[src/rtl/key_debounce_ctrl.sv]
// key_debounce_ctrl: synchronises, inverts and debounces N active-low key
// lines, latches press events (and release events when the build macro
// KEY_RELEASE_EVT_EN is defined), masks them into a level IRQ, and exposes
// everything through a 4-word register window:
//   addr 0 STATE (RO)  : stable[N-1:0]
//   addr 1 EVENT (W1C) : press[N-1:0], release[16+N-1:16] (release build only)
//   addr 2 MASK  (RW)  : enable[N-1:0], one bit gates press and release of a key
//   addr 3 reserved    : reads 0, writes ignored
// Bus handshake: there is no valid/ready pair. A write is the single cycle
// in which we=1, and it takes effect on that rising edge. rdata is a pure
// combinational decode of addr and is always valid. No back-pressure.
// Parameter constraints: N_KEYS in 1..16, DEBOUNCE_CYCLES >= 2, and
// 2**CNT_W > DEBOUNCE_CYCLES.
module key_debounce_ctrl #(
  parameter int N_KEYS          = 8,
  parameter int DEBOUNCE_CYCLES = 20000,
  parameter int CNT_W           = 15
) (
  input  logic              clk,
  input  logic              rst_n,
  input  logic [N_KEYS-1:0] key_n,
  input  logic [1:0]        addr,
  input  logic              we,
  input  logic [31:0]       wdata,
  output logic [31:0]       rdata,
  output logic              irq
);

  localparam logic [1:0] ADDR_STATE = 2'd0;
  localparam logic [1:0] ADDR_EVENT = 2'd1;
  localparam logic [1:0] ADDR_MASK  = 2'd2;

  // Counter value at which a differing input has been seen for the full window.
  localparam logic [CNT_W-1:0] CNT_LAST = CNT_W'(DEBOUNCE_CYCLES - 1);

  // Synchroniser stages; sync_key is the clean, active-high (pressed=1) level.
  logic [N_KEYS-1:0] sync_meta;
  logic [N_KEYS-1:0] sync_key;

  // Debounced key level and per-key stability counters.
  logic [N_KEYS-1:0] stable;
  logic [CNT_W-1:0]  cnt [N_KEYS];

  // accept[i] marks the edge on which stable[i] takes the new level.
  logic [N_KEYS-1:0] accept;
  logic [N_KEYS-1:0] press_set;
  logic [N_KEYS-1:0] release_set;

  // Software-visible state.
  logic [N_KEYS-1:0] evt_press;
  logic [N_KEYS-1:0] evt_rel;
  logic [N_KEYS-1:0] mask;

  // Decoded write strobes and the W1C clear vector for press flags.
  logic              evt_wr;
  logic              mask_wr;
  logic [N_KEYS-1:0] clr_press;

  // Only some wdata bits are decoded; the rest are intentionally ignored.
  logic unused_wdata;
  assign unused_wdata = ^wdata;

  // Two-flop synchroniser with inversion so downstream logic sees pressed=1.
  always_ff @(posedge clk or negedge rst_n) begin
    if (!rst_n) begin
      sync_meta <= '0;
      sync_key  <= '0;
    end else begin
      sync_meta <= ~key_n;
      sync_key  <= sync_meta;
    end
  end

  // A change is accepted when the input differs from stable and the count has run out.
  always_comb begin
    accept = '0;
    for (int i = 0; i < N_KEYS; i++) begin
      accept[i] = (sync_key[i] != stable[i]) && (cnt[i] == CNT_LAST);
    end
  end

  assign press_set   = accept & sync_key;
  assign release_set = accept & ~sync_key;

  // Per-key debounce counter: any return to the stable level restarts the count.
  always_ff @(posedge clk or negedge rst_n) begin
    if (!rst_n) begin
      stable <= '0;
      for (int i = 0; i < N_KEYS; i++) begin
        cnt[i] <= '0;
      end
    end else begin
      for (int i = 0; i < N_KEYS; i++) begin
        if (sync_key[i] == stable[i]) begin
          cnt[i] <= '0;
        end else if (accept[i]) begin
          stable[i] <= sync_key[i];
          cnt[i]    <= '0;
        end else begin
          cnt[i] <= cnt[i] + 1'b1;
        end
      end
    end
  end

  assign evt_wr    = we && (addr == ADDR_EVENT);
  assign mask_wr   = we && (addr == ADDR_MASK);
  assign clr_press = evt_wr ? wdata[N_KEYS-1:0] : '0;

  // Press flags: W1C clear applied first, then a same-edge set overrides it.
  always_ff @(posedge clk or negedge rst_n) begin
    if (!rst_n) begin
      evt_press <= '0;
    end else begin
      evt_press <= (evt_press & ~clr_press) | press_set;
    end
  end

`ifdef KEY_RELEASE_EVT_EN
  logic [N_KEYS-1:0] clr_rel;
  assign clr_rel = evt_wr ? wdata[16 +: N_KEYS] : '0;

  // Release flags: same W1C/set-wins rule as the press flags, in the upper half-word.
  always_ff @(posedge clk or negedge rst_n) begin
    if (!rst_n) begin
      evt_rel <= '0;
    end else begin
      evt_rel <= (evt_rel & ~clr_rel) | release_set;
    end
  end
`else
  // Release tracking is not built; the upper half of EVENT reads zero.
  logic unused_release;
  assign unused_release = ^release_set;
  assign evt_rel        = '0;
`endif

  // Interrupt mask register; bits above N_KEYS are not stored.
  always_ff @(posedge clk or negedge rst_n) begin
    if (!rst_n) begin
      mask <= '0;
    end else if (mask_wr) begin
      mask <= wdata[N_KEYS-1:0];
    end
  end

  // Level IRQ registered from the current flags and mask (one edge behind them).
  always_ff @(posedge clk or negedge rst_n) begin
    if (!rst_n) begin
      irq <= 1'b0;
    end else begin
      irq <= |((evt_press | evt_rel) & mask);
    end
  end

  // Combinational read decode; unused bits and the reserved word read zero.
  always_comb begin
    rdata = '0;
    case (addr)
      ADDR_STATE: rdata[N_KEYS-1:0] = stable;
      ADDR_EVENT: begin
        rdata[N_KEYS-1:0]    = evt_press;
        rdata[16 +: N_KEYS]  = evt_rel;
      end
      ADDR_MASK:  rdata[N_KEYS-1:0] = mask;
      default:    rdata = '0;
    endcase
  end

endmodule

[config.mk]
export PLATFORM = sky130hd
export DESIGN_NAME = key_debounce_ctrl
export DESIGN_NICKNAME = d
export VERILOG_FILES = /design/src/rtl/key_debounce_ctrl.sv
export SDC_FILE = /design/constraint.sdc
export NUM_CORES = 1
export LEC_CHECK = 0
export BUFFER_PORTS_ARGS = -buffer_cell sky130_fd_sc_hd__buf_2
export CELL_PAD_IN_SITES_DETAIL_PLACEMENT = 0
export CELL_PAD_IN_SITES_GLOBAL_PLACEMENT = 1
export CORE_ASPECT_RATIO = 0.75
export CORE_MARGIN = 10
export CORE_UTILIZATION = 42
export CTS_CLUSTER_DIAMETER = 60
export DETAILED_ROUTE_END_ITERATION = 8
export PLACE_DENSITY_LB_ADDON = 0.12
export SYNTH_ARGS = -nofsm -noshare
export SYNTH_HDL_FRONTEND = slang
export SYNTH_SLANG_ARGS = --single-unit
[constraint.sdc]
create_clock -name clk -period 1.95 [get_ports clk]
set_clock_uncertainty 0.2 [all_clocks]
set_input_delay 0.195 -clock clk [delete_from_list [all_inputs] [get_ports clk]]
set_output_delay 0.195 -clock clk [all_outputs]
set_load 0.01 [all_outputs]
# ---- Yosys cells after proc, flatten, opt, wreduce, memory -nomap -nowiden
# Index checks and enable logic that the tools add are counted.
dict set report classes {
  mux 18
  addsub 8
  magnitude_cmp 0
  shifts 0
  n_mul 0
  eq_ne 26
  bitwise_logic 14
  n_div 0
  reduce_logical 20
}
# op n
set op_table {}
lappend op_table {{$mux 15} 16}
lappend op_table {{$add 15x1->15 const B} 8}
lappend op_table {{$eq 15x15->1 const B} 8}
lappend op_table {{$and 8x8->8} 3}
lappend op_table {{$pmux 8 s3} 1}
lappend op_table {{$not 8->8} 2}
lappend op_table {{$reduce_and 2->1} 8}
lappend op_table {{$logic_and 1x1->1} 10}
lappend op_table {{$eq 1x1->1} 8}
lappend op_table {{$mux 8} 1}
lappend op_table {{$ne 1x1->1} 8}
lappend op_table {{$not 1->1} 8}
lappend op_table {{$or 8x8->8} 1}
lappend op_table {{$reduce_or 8->1} 1}
lappend op_table {{$eq 2x1->1 const B} 1}
lappend op_table {{$eq 2x2->1 const B} 1}
lappend op_table {{$logic_not 2->1} 1}
dict set report word_totals {
  mem_bits_ro 0
  mem_bits_rw 0
  mem_count 0
  latch_bits 0
  out_inout_bits 33
  inputBits 45
  wordCells 107
  reg_bits 161
}

# ---- Longest topological paths before layout
# Gate-level depths: netlist of run 1.
dict set report depth {
  depth_word 6
  depth_mapped 7
  ltp_nobuf 5
}

# ---- Worst setup path after synthesis of run 1
# No wires, ideal clock.
dict set report synth_path {
  kind {reg2reg}
  startpoint {register cnt[6] (netlist name)}
  endpoint {register stable[7]}
  n_path_buf 0
  setup_ns 0.125
  period_less_slack_ns 2.027
  setup_slack_ns -0.077
  required_time_ns 1.625
  arrival_ns 1.702
  stages_incl_launch_ff 4
  path_cell_list {dfrtp_1 or4b_1 or4_4 mux2_4}
}
dict set report synth_between {
  elab_chain_len 3
}
# element line_no
set synth_rtl {}
lappend synth_rtl {{from (decl)} 42} ;# logic [CNT_W-1:0] cnt [N_KEYS];
lappend synth_rtl {{from (signal, indexed assignment)} 100} ;# cnt[i] <= cnt[i] + 1'b1;
lappend synth_rtl {{$eq 15x15->1} 78} ;# accept[i] = (sync_key[i] != stable[i]) && (cnt[i] == CNT_LAST);
lappend synth_rtl {{$logic_and 1x1->1} 78}
lappend synth_rtl {{$reduce_and 2->1 (no line)} -}
lappend synth_rtl {{to (signal, indexed assignment)} 97} ;# stable[i] <= sync_key[i];
lappend synth_rtl {{to (decl)} 41} ;# logic [N_KEYS-1:0] stable;
# Every way passes these cells.
# A chain may end at the register's enable or synchronous reset.

# ---- Worst setup path in the final report of run 1
dict set report layout_path {
  startpoint {register cnt[12] (netlist name)}
  endpoint {register stable[7]}
}
# The elaborated chain is that of the path after synthesis.

==> results of run 1 <==
[how the worst min path moves through the flow]
stage | startpoint | to | slack, ps
2_1_floorplan | rst_n | cnt[0] | -300
3_3_place_gp | rst_n | cnt[102] | -30
3_5_place_dp | rst_n | cnt[102] | -30
4_1_cts | rst_n | cnt[99] | 100
5_1_grt | rst_n | cnt[43] | 120
6_report | rst_n | cnt[104] | 80
[cell usage after synthesis (6+ instances only)]
master	count
a21oi_1	6
dfrtp_1	161
o21ai_0	37
and4_1	14
xnor2_1	46
nand4_1	45
and3_1	16
buf_4	24
mux2_2	7
nor2_1	113
clkbuf_1	18
nand3_1	34
ha_1	8
nand2_1	59
or3_1	6
inv_1	25
nor4_1	20
nor4b_1	6
nand2b_1	9
nor3_1	17
mux2i_1	8
xor2_1	60
[per-layer routing]
metal	wire [µm]	part of all wire [%]	GRT usage, %	vias to the layer above
met2	6834	43	19.97	84
met1	8197	52	19.07	2632
li1	-	-	-	2717
met5	0	0	0	-
met3	516	3.3	3.524	19
met4	216	1.4	5.261	0
[repair_timing]
action / 4_1_cts / 5_1_grt
endpoints found under the setup margin: 15 / 29
pin swaps: 0 / 1
hold buffers: 17 / 0
resized for setup: 1 / 8
hold endpoints to repair: 185 / 0
[state kept, by name, indices dropped and copies added (netlist names)]
name       cells
evt_press      8
irq            1
sync_key       8
mask           8
stable         8
sync_meta      8
cnt          120
[area by class of cell]
cell class                      count  area (µm²)  area share [%]
Clock buffer                       21       470.5           5.218
Clock inverter                     11       105.1           1.166
Inverter                           25       93.84           1.041
Multi-Input combinational cell    552        3338           37.02
Sequential cell                   161        4029           44.68
Tap cell                          242       302.8           3.358
Timing Repair Buffer               85       676.9           7.508
[metrics by stage]
step           cells  util (%)
6_report        1097     50.91
5_1_grt         1097     50.91
4_1_cts         1097     50.79
3_5_place_dp    1048     46.55
3_3_place_gp    1048     46.55
2_1_floorplan    783         -
[kinds of logic (layout without fill, tap and decap cells)]
| family | count (synthesis) | in the layout |
|---|---|---|
| multiplexers | 16 | 16 |
| adder cells (fa/ha/maj) | 8 | 8 |
| buffers and inverters | 70 | 142 |
| other | 1 | 24 |
| flip-flops | 161 | 161 |
| AND/OR/NAND/NOR | 351 | 351 |
| XOR/XNOR | 106 | 106 |
| AO/OA/AOI/OAI | 47 | 47 |
[power by group through the flow]
stage	registers, mW	clock network, mW	logic [mW]
floorplan	3.56	0	0.225
global placement	3.58	0	0.399
detailed placement	3.59	0	0.407
CTS	3.53	3.34	0.437
global route	3.54	3.49	0.489
finish	3.53	3.24	0.429
==> summary.txt, run 1 <==
fill count -> 1,666
share of cells above drive strength 1 -> 13.57%
fin crit period -> 2002 ps
status -> finished, violations left
mux share of post-synthesis cell area -> 2.283%
Iter 0 DRT Violations -> 255
sequential share of power -> 49.0%
Die Y -> 136.6 µm
Die X -> 175.5 µm
Avg WL per Cell -> 14.37 µm
Seq/Total Area, Yosys -> 52.89%
DRC -> 0
Min Hold Slack -> 84.66 ps
worst r2r src -> cnt[12]
clock power share -> 45.0%
failing checks -> setup timing
Rows -> 42
Top FF cell, synth -> dfrtp_1
post-synthesis xor/xnor area fraction -> 12.19%
Compound-Gate Fraction of Synth Area -> 3.219%
crit path DAT -> 2120 ps
Psw -> 1.722 mW
most frequent cells in the layout -> dfrtp_1 (161), nor2_1 (113), xor2_1 (60)
Combinational Power Share -> 6.0%
end of the critical path -> stable[7]
static leakage -> 4.033 nW
Worst path top cell family by delay -> simple AND/OR/NAND/NOR gates
core area -> 0.01771 mm²
reg2reg end -> stable[7]
largest area contributor in the netlist -> dfrtp_1
Max Clk Rate -> 499.6 MHz
Critical Path Slowest Stage Cell -> or4b_4
PnR worst setup slack -> -51.65 ps
Initial DRT Pass Iterations -> 5
simple-gate portion of the synthesized area -> 23.29%
Detail Route Antenna Nets -> 0
commonest non-fill, non-tap cell in the layout -> dfrtp_1
Worst R2R Path Depth -> 3
max-slew violations -> 0
max incr delay on CP -> 530 ps
Num Clock Sinks -> 161
post-synth top area share -> 52.89%
post-synthesis register bit count -> 161
CTS Buf Count -> 17
Final Cell Area -> 0.009016 mm²
CTS max path bufs -> 2
sum of negative setup slack -> -51.65 ps
largest net degree at the start of global routing -> 51
Initial Util -> 43.01%
Worst VDD drop -> 0.0004531 V
die area -> 0.02398 mm²
vias after detailed routing -> 5,452
Area growth, synth to finish -> 18.36%
Final #Nets -> 895
htree depth -> 4
dpl cell area -> 0.008244 mm²
Crit. Startpoint -> cnt[12]
Critical Path Stages -> 3
Clock transition at path regs -> 60 ps
Placement Setup Slack -> -63.47 ps
Hold Crit Class -> in2async
Switching Fraction -> 23.93%
first-pass GRT wire length -> 26,640 µm
final period utilization -> 102.6%
Cell Pwr Density -> 798.0 mW/mm²
total gr overflow -> 0
syn_area_per_cell -> 10.02 µm²
RSZ-0062 raised after global routing -> yes
Netlist cell types -> 35
CTS root buf -> clkbuf_16
Clock Latency Late Sink -> 430 ps
CP Launch Type -> register
Worst EP required -> 2070 ps
Ports -> 78
main combinational cell family by area after synthesis -> simple AND/OR/NAND/NOR gates
setup bufs post-CTS -> 0
Total Power -> 7.195 mW
Async S/R FF share, synth -> 100.0%
Final Setup Violations -> 1
Rel. slew slack -> 66.46%
vias per inst -> 4.970
CTS tree -> done
hpwl dp -> 11,230 µm
crit path cell chain -> or4b_4, or4_4, mux2_4
Syn Inst Count -> 760
worst-margin pin slew -> 501.8 ps
number of flops mapped to enable cells by yosys -> 0
ANT cells -> 0
warning count from the yosys run -> 0
Crit Path Max Fanout -> 4
PortBufs -> 29
All-Layer GR Usage -> 13.68%
final hold vios -> 0
synth top area cells -> dfrtp_1 (53%), xor2_1 (6.9%), nor2_1 (5.6%)
maxcap violations -> 0
Crit. End Element -> register
Detailed Route WL -> 15,760 µm
initial antenna violation count -> 0
number of global-route vias before repair -> 5,480
Critical path buffers and inverters -> 0
Netlist Area Pre-Place -> 0.007617 mm²
Post-Synth Adder-Cell Area -> 1.314%
critical path class -> reg2reg
r2r setup slk -> -50 ps
GP Congestion -> 0.8812
Pint -> 5.473 mW
Power figures use the tool's default switching activity.
==> run 2, diff against run 1 <==
--- a/config.mk
+++ b/config.mk
@@ -13,6 +13,7 @@
 export CORE_UTILIZATION = 42
 export CTS_CLUSTER_DIAMETER = 60
 export DETAILED_ROUTE_END_ITERATION = 8
+export GPL_TIMING_DRIVEN = 0
 export PLACE_DENSITY_LB_ADDON = 0.12
 export SYNTH_ARGS = -nofsm -noshare
 export SYNTH_HDL_FRONTEND = slang
==> run 2 against run 1 <==
Effect of this change: combinational power up 6.5%; sequential share of layout area shrank 1.2 points; the run still ends with setup timing left; design area up 2.8%; cell count is 2.2% higher; global-route usage rose by 0.079 points; worst hold slack got worse by 7.5 ps; register-to-register slack got worse by 60 ps; routed wire length is 0.51% higher; die area did not move.
==> summary.txt, run 2 (synthesized netlist as in run 1, its figures left out) <==
Ports -> 78 (unchanged)
Hold Path End -> mask[3]
Detail Route Antenna Nets -> 0 (unchanged)
final hold vios -> 0 (unchanged)
Clock Latency Late Sink -> 410 ps (was 430 ps)
Hold Path Depth -> 4
Biggest register -> cnt (unchanged)
Clock transition at path regs -> 60 ps (about the same)
Area growth, synth to finish -> 21.65% (was 18.36%)
RSZ-0062 raised after global routing -> yes (unchanged)
final period utilization -> 105.9% (was 102.6%)
worst hold start -> we
DRC -> 0 (unchanged)
vias per inst -> 4.932 (was 4.970)
metal3 WL -> 673 µm (was 516 µm)
max-slew violations -> 0 (unchanged)
Iter 0 DRT Violations -> 309 (was 255)
total gr overflow -> 0 (unchanged)
GP Congestion -> 0.7848 (was 0.8812)
Crit. End Element -> register (unchanged)
PnR worst setup slack -> -114.3 ps (was -51.65 ps)
crit path DAT -> 2170 ps (was 2120 ps)
CTS tree -> done (unchanged)
initial antenna violation count -> 0 (unchanged)
Min Hold Slack -> 77.16 ps (was 84.66 ps)
number of global-route vias before repair -> 5,535 (was 5,480)
max incr delay on CP -> 540 ps (was 530 ps)
hpwl dp -> 10,950 µm (was 11,230 µm)
Final Setup Violations -> 15 (was 1)
Crit Path Max Fanout -> 4 (unchanged)
CTS max path bufs -> 2 (unchanged)
Rel. slew slack -> 61.31% (was 66.46%)
fill count -> 1,615 (was 1,666)
Switching Fraction -> 22.97% (was 23.93%)
Psw -> 1.704 mW (was 1.722 mW)
number of instances in the placed design -> 1,054 (was 1,048)
Initial Util -> 43.01% (unchanged)
static leakage -> 4.124 nW (was 4.033 nW)
Worst R2R Path Depth -> 3 (unchanged)
Max Used Layer -> met4 (unchanged)
maxcap violations -> 0 (unchanged)
critical path class -> reg2reg (unchanged)
commonest non-fill, non-tap cell in the layout -> dfrtp_1 (unchanged)
Detailed Route WL -> 15,840 µm (was 15,760 µm)
Combinational Power Share -> 6.2% (was 6.0%)
CP Launch Type -> register (unchanged)
crit path cell chain -> or4b_1, or4_4, mux2_4 (was or4b_4, or4_4, mux2_4)
Pint -> 5.714 mW (was 5.473 mW)
Num Clock Sinks -> 161 (unchanged)
Max Clk Rate -> 484.4 MHz (was 499.6 MHz)
Die X -> 175.5 µm (unchanged)
fin crit period -> 2064 ps (was 2002 ps)
Cell Pwr Density -> 800.6 mW/mm² (was 798.0 mW/mm²)
failing checks -> setup timing (unchanged)
CTS root buf -> clkbuf_16 (unchanged)
worst-margin pin slew -> 580.4 ps (was 501.8 ps)
Final #Nets -> 919 (was 895)
Die Y -> 136.6 µm (unchanged)
share of cells above drive strength 1 -> 18.20% (was 13.57%)
Final Non-Filler Cells -> 1,121 (was 1,097)
status -> finished, violations left (unchanged)
r2r setup slk -> -110 ps (was -50 ps)
Initial DRT Pass Iterations -> 4 (was 5)
sequential share of power -> 47.6% (was 49.0%)
htree depth -> 4 (unchanged)
most frequent cells in the layout -> dfrtp_1 (159), nor2_1 (99), xor2_1 (60) (was dfrtp_1 (161), nor2_1 (113), xor2_1 (60))
vias after detailed routing -> 5,529 (was 5,452)
clock power share -> 46.3% (was 45.0%)
worst r2r src -> cnt[13] (was cnt[12])
PortBufs -> 28 (was 29)
die area -> 0.02398 mm² (unchanged)
Worst EP required -> 2050 ps (was 2070 ps)
Rows -> 42 (unchanged)
ANT cells -> 0 (unchanged)
Hold Crit Class -> in2reg (was in2async)
Avg WL per Cell -> 14.13 µm (was 14.37 µm)
Largest register FFs -> 120 (unchanged)
Critical Path Slowest Stage Cell -> or4_4 (was or4b_4)
core area -> 0.01771 mm² (unchanged)
Worst VDD drop -> 0.0004417 V (was 0.0004531 V)
first-pass GRT wire length -> 27,210 µm (was 26,640 µm)
CTS Buf Count -> 17 (unchanged)
routed length on met1 -> 8039 µm (was 8197 µm)
largest net degree at the start of global routing -> 87 (was 51)
reg2reg end -> stable[7] (unchanged)
DR WL met2 -> 7028 µm (was 6834 µm)
All-Layer GR Usage -> 13.76% (was 13.68%)
Placement Setup Slack -> -449.1 ps (was -63.47 ps)
[run 2: through the flow]
stage | total power [mW] | utilization (%) | instance area, µm² | setup TNS (ps)
2_1_floorplan | 3.787 | - | 7704 | -0.7104
6_report | 7.418 | 52.32 | 9266 | -1361
3_5_place_dp | 3.986 | 46.21 | 8184 | -21450
5_1_grt | 7.755 | 52.32 | 9266 | -1855
3_3_place_gp | 3.964 | 46.00 | 8147 | -331890
4_1_cts | 7.501 | 51.36 | 9096 | -1759
[run 2: worst max-delay path by stage]
stage / endpoint / start / slack [ps]
6_report: stable[7] / cnt[13] / -110
5_1_grt: cnt[8] / cnt[13] / -130
4_1_cts: stable[7] / cnt[13] / -160
3_5_place_dp: cnt[37] / cnt[30] / -450
3_3_place_gp: cnt[115] / rst_n / -1950
2_1_floorplan: stable[7] / cnt[12] / -0.7
[run 2: power groups by stage]
| stage | clock (mW) | sequential (mW) | combinational, mW |
|---|---|---|---|
| global placement | 0 | 3.58 | 0.383 |
| finish | 3.43 | 3.53 | 0.457 |
| detailed placement | 0 | 3.59 | 0.400 |
| floorplan | 0 | 3.56 | 0.225 |
| CTS | 3.53 | 3.52 | 0.444 |
| global route | 3.69 | 3.54 | 0.525 |
[run 2: layer usage]
metal  global-route usage (%)  up-vias
li1                         -     2784
met5                        0        -
met4                    3.382        0
met1                    19.19     2653
met2                    20.48       84
met3                    4.157        8
[run 2: final cells by class]
| class | instances | area [µm²] | area share [%] |
|---|---|---|---|
| clock inverters | 13 | 160.2 | 1.728 |
| inverters | 25 | 93.84 | 1.013 |
| multi-input cells | 552 | 3415 | 36.85 |
| repair buffers | 69 | 531.8 | 5.739 |
| plain buffers | 40 | 279.0 | 3.011 |
| clock buffers | 19 | 452.9 | 4.888 |
| well taps | 242 | 302.8 | 3.268 |
| flip-flops and latches | 161 | 4031 | 43.51 |
[run 2: repair_timing]
item                                    in CTS  in global routing
pin swaps                                   16                 10
resized for setup                           29                 30
buffers inserted                             9                 13
hold buffers                                17                  0
gates cloned                                 1                  0
endpoints found under the hold margin       99                  0
endpoints found under the setup margin      92                 97
[run 2: worst max-delay path: cells and delay by family (launching register included)]
kind / cells / cell delay (ps)
flip-flops: 1 / 380
multiplexers: 1 / 310
AND/OR/NAND/NOR: 2 / 1050
